===== config.mk =====
export PLATFORM = sky130hd
export DESIGN_NAME = alarm_ctrl
export DESIGN_NICKNAME = d
export VERILOG_FILES = /design/src/rtl/alarm_ctrl.sv
export SDC_FILE = /design/constraint.sdc
export NUM_CORES = 1
export LEC_CHECK = 0
export ABC_AREA = 1
export ABC_CLOCK_PERIOD_IN_PS = 4100
export CAP_MARGIN = 5
export CORE_MARGIN = 1
export CORE_UTILIZATION = 50
export CTS_CLUSTER_DIAMETER = 80
export DETAILED_ROUTE_END_ITERATION = 16
export PLACE_DENSITY = 0.9
export SYNTH_ARGS = -nofsm -noshare
export SYNTH_HDL_FRONTEND = slang
export SYNTH_SLANG_ARGS = --single-unit

===== constraint.sdc =====
create_clock -name clk -period 4.1 [get_ports clk]
set_input_delay 0.615 -clock clk [delete_from_list [all_inputs] [get_ports clk]]
set_output_delay 0.615 -clock clk [all_outputs]
set_load 0.005 [all_outputs]

===== src/rtl/alarm_ctrl.sv =====
// Alarm controller: stores an alarm time and rings, auto-stops or snoozes on 1 Hz ticks.
// Optional snooze path is enabled by defining ALARM_SNOOZE_EN.
module alarm_ctrl #(
  parameter int unsigned RING_SECONDS   = 60,
  parameter int unsigned SNOOZE_SECONDS = 300
) (
  input  logic       clk,
  input  logic       reset,
  input  logic       tick_1hz,
  input  logic [4:0] cur_hh,
  input  logic [5:0] cur_mm,
  input  logic [5:0] cur_ss,
  input  logic       set_en,
  input  logic [4:0] set_hh,
  input  logic [5:0] set_mm,
  input  logic       arm,
  input  logic       ack,
  input  logic       snooze,
  output logic       flag,
  output logic       ringing,
  output logic       snoozing,
  output logic [4:0] alm_hh,
  output logic [5:0] alm_mm
);

  typedef enum logic [1:0] {
    IDLE    = 2'd0,
    ARMED   = 2'd1,
    RINGING = 2'd2,
    SNOOZE  = 2'd3
  } state_t;

  localparam logic [15:0] RING_LOAD   = 16'(RING_SECONDS - 1);
  localparam logic [15:0] SNOOZE_LOAD = 16'(SNOOZE_SECONDS - 1);

  state_t      state;
  logic [15:0] cnt;
  logic        set_ok;
  logic        match;
  logic        snooze_req;

  assign set_ok = (set_hh <= 5'd23) && (set_mm <= 6'd59);
  assign match  = tick_1hz && (cur_hh == alm_hh) && (cur_mm == alm_mm) && (cur_ss == 6'd0);

`ifdef ALARM_SNOOZE_EN
  assign snooze_req = snooze;
`else
  // Snooze input is consumed but masked so SNOOZE can never be entered.
  assign snooze_req = snooze & 1'b0;
`endif

  always_ff @(posedge clk or posedge reset) begin
    if (reset) begin
      state    <= IDLE;
      cnt      <= '0;
      flag     <= 1'b0;
      ringing  <= 1'b0;
      snoozing <= 1'b0;
      alm_hh   <= '0;
      alm_mm   <= '0;
    end else begin
      if (set_en && set_ok) begin
        alm_hh <= set_hh;
        alm_mm <= set_mm;
      end

      if (!arm) begin
        state    <= IDLE;
        flag     <= 1'b0;
        ringing  <= 1'b0;
        snoozing <= 1'b0;
      end else begin
        unique case (state)
          IDLE: begin
            state <= ARMED;
          end
          ARMED: begin
            // A load strobe outranks the tick, so it suppresses a coincident match.
            if (!set_en && match) begin
              state   <= RINGING;
              cnt     <= RING_LOAD;
              flag    <= 1'b1;
              ringing <= 1'b1;
            end
          end
          RINGING: begin
            if (set_en || ack) begin
              state   <= ARMED;
              flag    <= 1'b0;
              ringing <= 1'b0;
            end else if (snooze_req) begin
              state    <= SNOOZE;
              cnt      <= SNOOZE_LOAD;
              flag     <= 1'b0;
              ringing  <= 1'b0;
              snoozing <= 1'b1;
            end else if (tick_1hz) begin
              if (cnt == 16'd0) begin
                state   <= ARMED;
                flag    <= 1'b0;
                ringing <= 1'b0;
              end else begin
                cnt <= cnt - 16'd1;
              end
            end
          end
          SNOOZE: begin
            if (set_en || ack) begin
              state    <= ARMED;
              snoozing <= 1'b0;
            end else if (tick_1hz) begin
              if (cnt == 16'd0) begin
                state    <= RINGING;
                cnt      <= RING_LOAD;
                flag     <= 1'b1;
                ringing  <= 1'b1;
                snoozing <= 1'b0;
              end else begin
                cnt <= cnt - 16'd1;
              end
            end
          end
          default: begin
            state <= IDLE;
          end
        endcase
      end
    end
  end

endmodule

==> out/metrics.cfg, run 1 <==
[clocking]
postCtsSetupBuffers = 0
clk_pin_slew_worst_paths_ps = 60
clk_latency_ps = 280
clock-sinks = 30
htreeDepth = 2
tritoncts = done
cts-resized-gates = 0
cts_buffers = 5
clock-root-buffer = clkbuf_8
hold_buffers = 0
clk_path_buf_depth = 2

[global_routing]
gr-usage-met3 = 0.06926
use_met2 = 0.3713
gr-usage-met1 = 0.2476
grt_max_degree = 31
antenna_found_initial = 0
grt_pass1_vias = 1818
track_usage = 0.2166
grt_pass1_wl_mm = 7.320
grt_overflow = 0
grt_busiest_layer = met2

[floorplanning]
die_height_um = 67.15
core_area_um2 = 4029
start_util = 0.5267
io-pin-count = 49
fp.dieW_um = 67.15
die_area_um2 = 4508
rows = 23

[synth]
synth_area_leaders = dfrtp_1, nand2_1, nor2_1
yosys_most_used_dff = dfrtp_1
yosysSeqAreaShare = 0.3538
synthCells = 293
synth_fp_nets = 333
synth_most_common_cell = nand2_1
synth_edf_count = 0
synth_top_cell_area_share = 0.3538
ys_top_cells_by_count = nand2_1, nor2_1, inv_1, dfrtp_1, nand3_1
ys_warn_count = 0
ys_ff_latch = 30
synth_top_area_cell = dfrtp_1
synthesis.area_um2 = 2122
avgSynthCellArea_um2 = 7.242
netlist-cell-type-count = 29
ys_async_sr_fraction = 1.000

[timing]
period_needed_ps = 2177
tightest_slew_ps = 690.2
skew_ps = 7.063
setup_tns_ps = 0
hold_viol = 0
setup_viol = 0
max_clock_freq_mhz = 459.4
rsz0062_at_grt = no
slew_violations = 0
period_share = 0.5309
relSlewSlack = 0.5394

[cells_and_area]
stdcell_area_um2 = 2696
syn_to_final_growth_pct = 27.06
fillers = 346
layout.nets = 381
drive_above_1_share = 0.1462
antenna_cells = 0

[drt]
antenna_left = 0
drt_iter0_markers = 119
finalWirelength_mm = 4.445
drc = 0
dr.pass1.iters = 4
num_vias = 1914
via_per_inst = 4.883
wl_per_cell_um = 11.34

[power_and_ir_drop]
peakVddDrop_mv = 0.3325
cellLeakagePower_nw = 1.336
p_per_area_nw_per_um2 = 521.3

[run_status]
status = finished, final reports clean

[worst_hold_path]
min_from = cnt[0]
min_path_cells = 2
min_path_type = reg2reg
hold_end = cnt[0]

[placed_design]
hpwl_mm = 3.391
place_area_um2 = 2587
numPortBuffers = 46
finalWeightedCongestion = 0.9538

[worst_setup_path]
path_class = in2reg
r2r_end = cnt[7]
crit_required_ps = 4270
reg2reg_slack_ps = 2310
critPathMaxFanout = 18
critPathLaunchType = input pin
r2r-start = state[0]
crit_chain = clkdlybuf4s50_1, nand4_1, nand2_1, nor2_1, nor2_2, mux2_2
slowest_stage = nor2_2
max_stage_delay_ps = 550
endpoint_kind = register
crit_arrival_ps = 2340
reg2reg_depth = 11

[job]
drv_cap = 0

[power breakdown]
part	internal, W	total [W]	leakage, nW	switching (W)
clock network	0.000179	0.000292	0.0579	0.000113
logic	0.000276	0.000670	0.905	0.000394
registers	0.000367	0.000443	0.373	0.0000759
[worst max-delay path: cells and delay by family]
family,cells,cell delay [ps]
simple gates,4,820
buf+inv,1,500
mux,1,410
[worst max path at each step]
stage / startpoint / to / slack, ps
global placement: set_mm[4] / alm_mm[2] / 1680
floorplan: cur_ss[3] / cnt[2] / 2450
global route: set_mm[4] / alm_mm[2] / 1830
detailed placement: set_mm[4] / alm_mm[2] / 1640
CTS: set_mm[4] / alm_mm[2] / 1940
finish: set_mm[4] / alm_mm[2] / 1920
[sequential cells by signal, indices dropped and copies added (netlist names)]
register  cells
cnt          16
ringing       1
state         2
alm_mm        6
alm_hh        5
[layer usage]
| metal | part of all wire | up-vias |
|---|---|---|
| li1 | - | 999 |
| met1 | 0.45 | 859 |
| met2 | 0.48 | 52 |
| met3 | 0.070 | 4 |
| met4 | 0.0070 | 0 |
| met5 | 0 | - |
[cell families after synthesis]
kind of cell,share of synthesized area
other cells,0.001767
buf+inv,0.09906
fa+ha+maj,0.02948
xor+xnor,0.05366
compound gates,0.07901
flops,0.3538
mux,0.01061
simple gates,0.3726
[per-stage QoR]
step	utilization	power (W)	hold slack, ps	worst slack, ps	cells
after floorplan	-	0.0009718	460.9	2453	293
after global placement	0.6422	0.001093	471.6	1677	384
after CTS	0.6693	0.001419	489.7	1943	392
after global routing	0.6693	0.001531	503.1	1825	392
after detailed placement	0.6422	0.001118	475.1	1642	384
final	0.6693	0.001406	487.6	1923	392
[placed cells by master, fill, tap and decap left out, drive strengths merged]
cell	instances
a21oi	10
buf	1
bufinv	1
clkbuf	5
clkdlybuf4s50	46
clkinv	2
conb	1
dfrtp	30
ha	5
inv	38
mux2	2
nand2	93
nand3	15
nand4	8
nor2	51
nor3	4
nor4	1
o211ai	1
o21ai	13
or2	2
xnor2	6
xor2	7
[area by class of cell]
cell class | instances | area, µm² | area share
Clock buffer | 5 | 68.82 | 0.02552
Tap cell | 50 | 62.56 | 0.02320
Timing Repair Buffer | 47 | 467.9 | 0.1735
Clock inverter | 3 | 40.04 | 0.01485
Inverter | 38 | 145.1 | 0.05383
Multi-Input combinational cell | 219 | 1161 | 0.4306
Sequential cell | 30 | 750.7 | 0.2784
No activity file was read; power rests on OpenSTA's default activity.
==> inputs of run 2 (changes only) <==
- ABC_CLOCK_PERIOD_IN_PS: 4100 -> 2100
- clock period: 4.1 -> 2.1 ns (I/O delays scaled with it)
==> out/metrics.cfg, run 2 (synthesis gave the netlist of run 1 again) <==
[cells_and_area]
fillers = 347  ; +0.29%
mostFrequentLayoutCell = nand2_1
final_cell_mix = nand2_1, clkdlybuf4s50_1, nor2_1, inv_1, dfrtp_1
stdcell_area_um2 = 2686  ; -0.37%
largest_reg_flops = 16  ; unchanged
largest_register = cnt
reg.largest.list = cnt: 16 flops, alm_mm: 6 flops, alm_hh: 5 flops
layout.nets = 382  ; +0.26%
drive_above_1_share = 0.1458  ; -0.0004262
layout.cells.non_filler = 393  ; +0.26%
antenna_cells = 0  ; unchanged
syn_to_final_growth_pct = 26.59

[worst_setup_path]
r2r_end = cnt[10]
critPathLaunchType = register
crit_arrival_ps = 1990  ; -350 ps
critPathMaxFanout = 27  ; +9
max_stage_delay_ps = 410  ; -140 ps
crit_required_ps = 2270  ; -2000 ps
r2r-start = state[0]
crit_end = cnt[10]
reg2reg_slack_ps = 290  ; -2020 ps
cp-startpoint = state[0]
reg2reg_depth = 11  ; unchanged
path_class = reg2reg
slowest_stage = dfrtp_1
endpoint_kind = register
crit_chain = inv_1, ha_1, inv_1, nand2_1, nand3_1, a21oi_2, nand2_2, inv_4, nand2_8, nand2_1, o21ai_2

[timing]
period_share = 0.8639
max_clock_freq_mhz = 551.2
hold_viol = 0  ; unchanged
worst_slack_ps = 285.9  ; -1637 ps
rsz0062_at_grt = no
setup_viol = 0  ; unchanged
period_needed_ps = 1814
setup_tns_ps = 0  ; unchanged
skew_ps = 7.469  ; +0.4061 ps
slew_violations = 0  ; unchanged

[clocking]
tritoncts = done
cts_buffers = 5  ; unchanged
clock-root-buffer = clkbuf_8
htreeDepth = 2  ; unchanged
clock-sinks = 30  ; unchanged
postCtsSetupBuffers = 0  ; unchanged
clk_latency_ps = 280  ; about the same
clk_path_buf_depth = 2  ; unchanged
clk_pin_slew_worst_paths_ps = 60  ; about the same
hold_buffers = 0  ; unchanged
cts-resized-gates = 0  ; unchanged

[floorplanning]
core_area_um2 = 4029  ; unchanged
die_height_um = 67.15  ; unchanged
io-pin-count = 49  ; unchanged
die_area_um2 = 4508  ; unchanged
start_util = 0.5267  ; unchanged
fp.dieW_um = 67.15  ; unchanged
rows = 23  ; unchanged

[placed_design]
finalWeightedCongestion = 0.9532  ; about the same
pre_cts_ws_ps = 46.30  ; -1596 ps
numPortBuffers = 46  ; unchanged
hpwl_mm = 3.557  ; +4.9%
place_area_um2 = 2595  ; +0.29%
dp_cells = 385  ; +0.26%

[global_routing]
grt_pass1_wl_mm = 7.376  ; +0.77%
track_usage = 0.2180  ; +0.001434
grt_max_degree = 31  ; unchanged
grt_pass1_vias = 1806  ; -0.66%
grt_overflow = 0  ; unchanged
antenna_found_initial = 0  ; unchanged

[drt]
antenna_left = 0  ; unchanged
finalWirelength_mm = 4.610  ; +3.7%
dr.pass1.iters = 4  ; unchanged
drc = 0  ; unchanged
wl_per_cell_um = 11.73  ; +3.4%
drt_iter0_markers = 86  ; -28%
via_per_inst = 4.931  ; +1.0%
num_vias = 1938  ; +1.3%

[power_and_ir_drop]
p_per_area_nw_per_um2 = 989.8  ; +90%
peakVddDrop_mv = 0.6256  ; +88%
cellLeakagePower_nw = 1.331  ; -0.37%

[worst_hold_path]
min_path_type = in2async

[run_status]
status = finished, final reports clean

[job]
drv_cap = 0  ; unchanged

run 2: per-layer routing:
metal | global-route usage | wire length, µm
met5 | 0 | 0
met4 | 0.07979 | 89
met3 | 0.05743 | 289
met2 | 0.3950 | 2302
met1 | 0.2423 | 1928
run 2: report_power, final:
part | switching, W | leakage (nW) | internal (W) | total (W)
combinational | 0.000779 | 0.910 | 0.000542 | 0.00132
clock | 0.000208 | 0.0482 | 0.000264 | 0.000471
sequential | 0.000149 | 0.373 | 0.000718 | 0.000866
total | 0.00114 | 1.33 | 0.00152 | 0.00266
run 2: metrics by stage:
step | utilization | hold slack, ps | power [W]
final | 0.6668 | 406.2 | 0.002659
after CTS | 0.6668 | 423.4 | 0.002685
after floorplan | - | 405.8 | 0.001897
after global routing | 0.6668 | 489.7 | 0.002895
after global placement | 0.6441 | 470.8 | 0.002136
after detailed placement | 0.6441 | 479.6 | 0.002199
run 2: critical path: cells and delay by family, from the launching register on:
kind                       cells  cell delay (ps)
adders and majority gates      1              200
and+or+nand+nor                5              590
DFF                            1              410
buffers and inverters          3              280
AOI/OAI and AO/OA              2              210
run 2: area by class of cell:
class | instances | area [µm²] | area share
clock buffer | 7 | 86.33 | 0.03214
sequential | 30 | 750.7 | 0.2795
clock inverter | 1 | 5.005 | 0.001863
timing repair buffer | 48 | 475.5 | 0.1770
multi-input combinational | 219 | 1161 | 0.4322
inverter | 38 | 145.1 | 0.05403
tap | 50 | 62.56 | 0.02329
run 2: how the worst min path moves through the flow:
stage,startpoint,endpoint,cells after the start
after floorplan,reset,alm_hh[0],1
after global placement,cnt[0],cnt[0],2
after detailed placement,cnt[0],cnt[0],2
after CTS,reset,alm_hh[1],3
after global routing,reset,alm_mm[3],3
final,reset,alm_hh[1],3
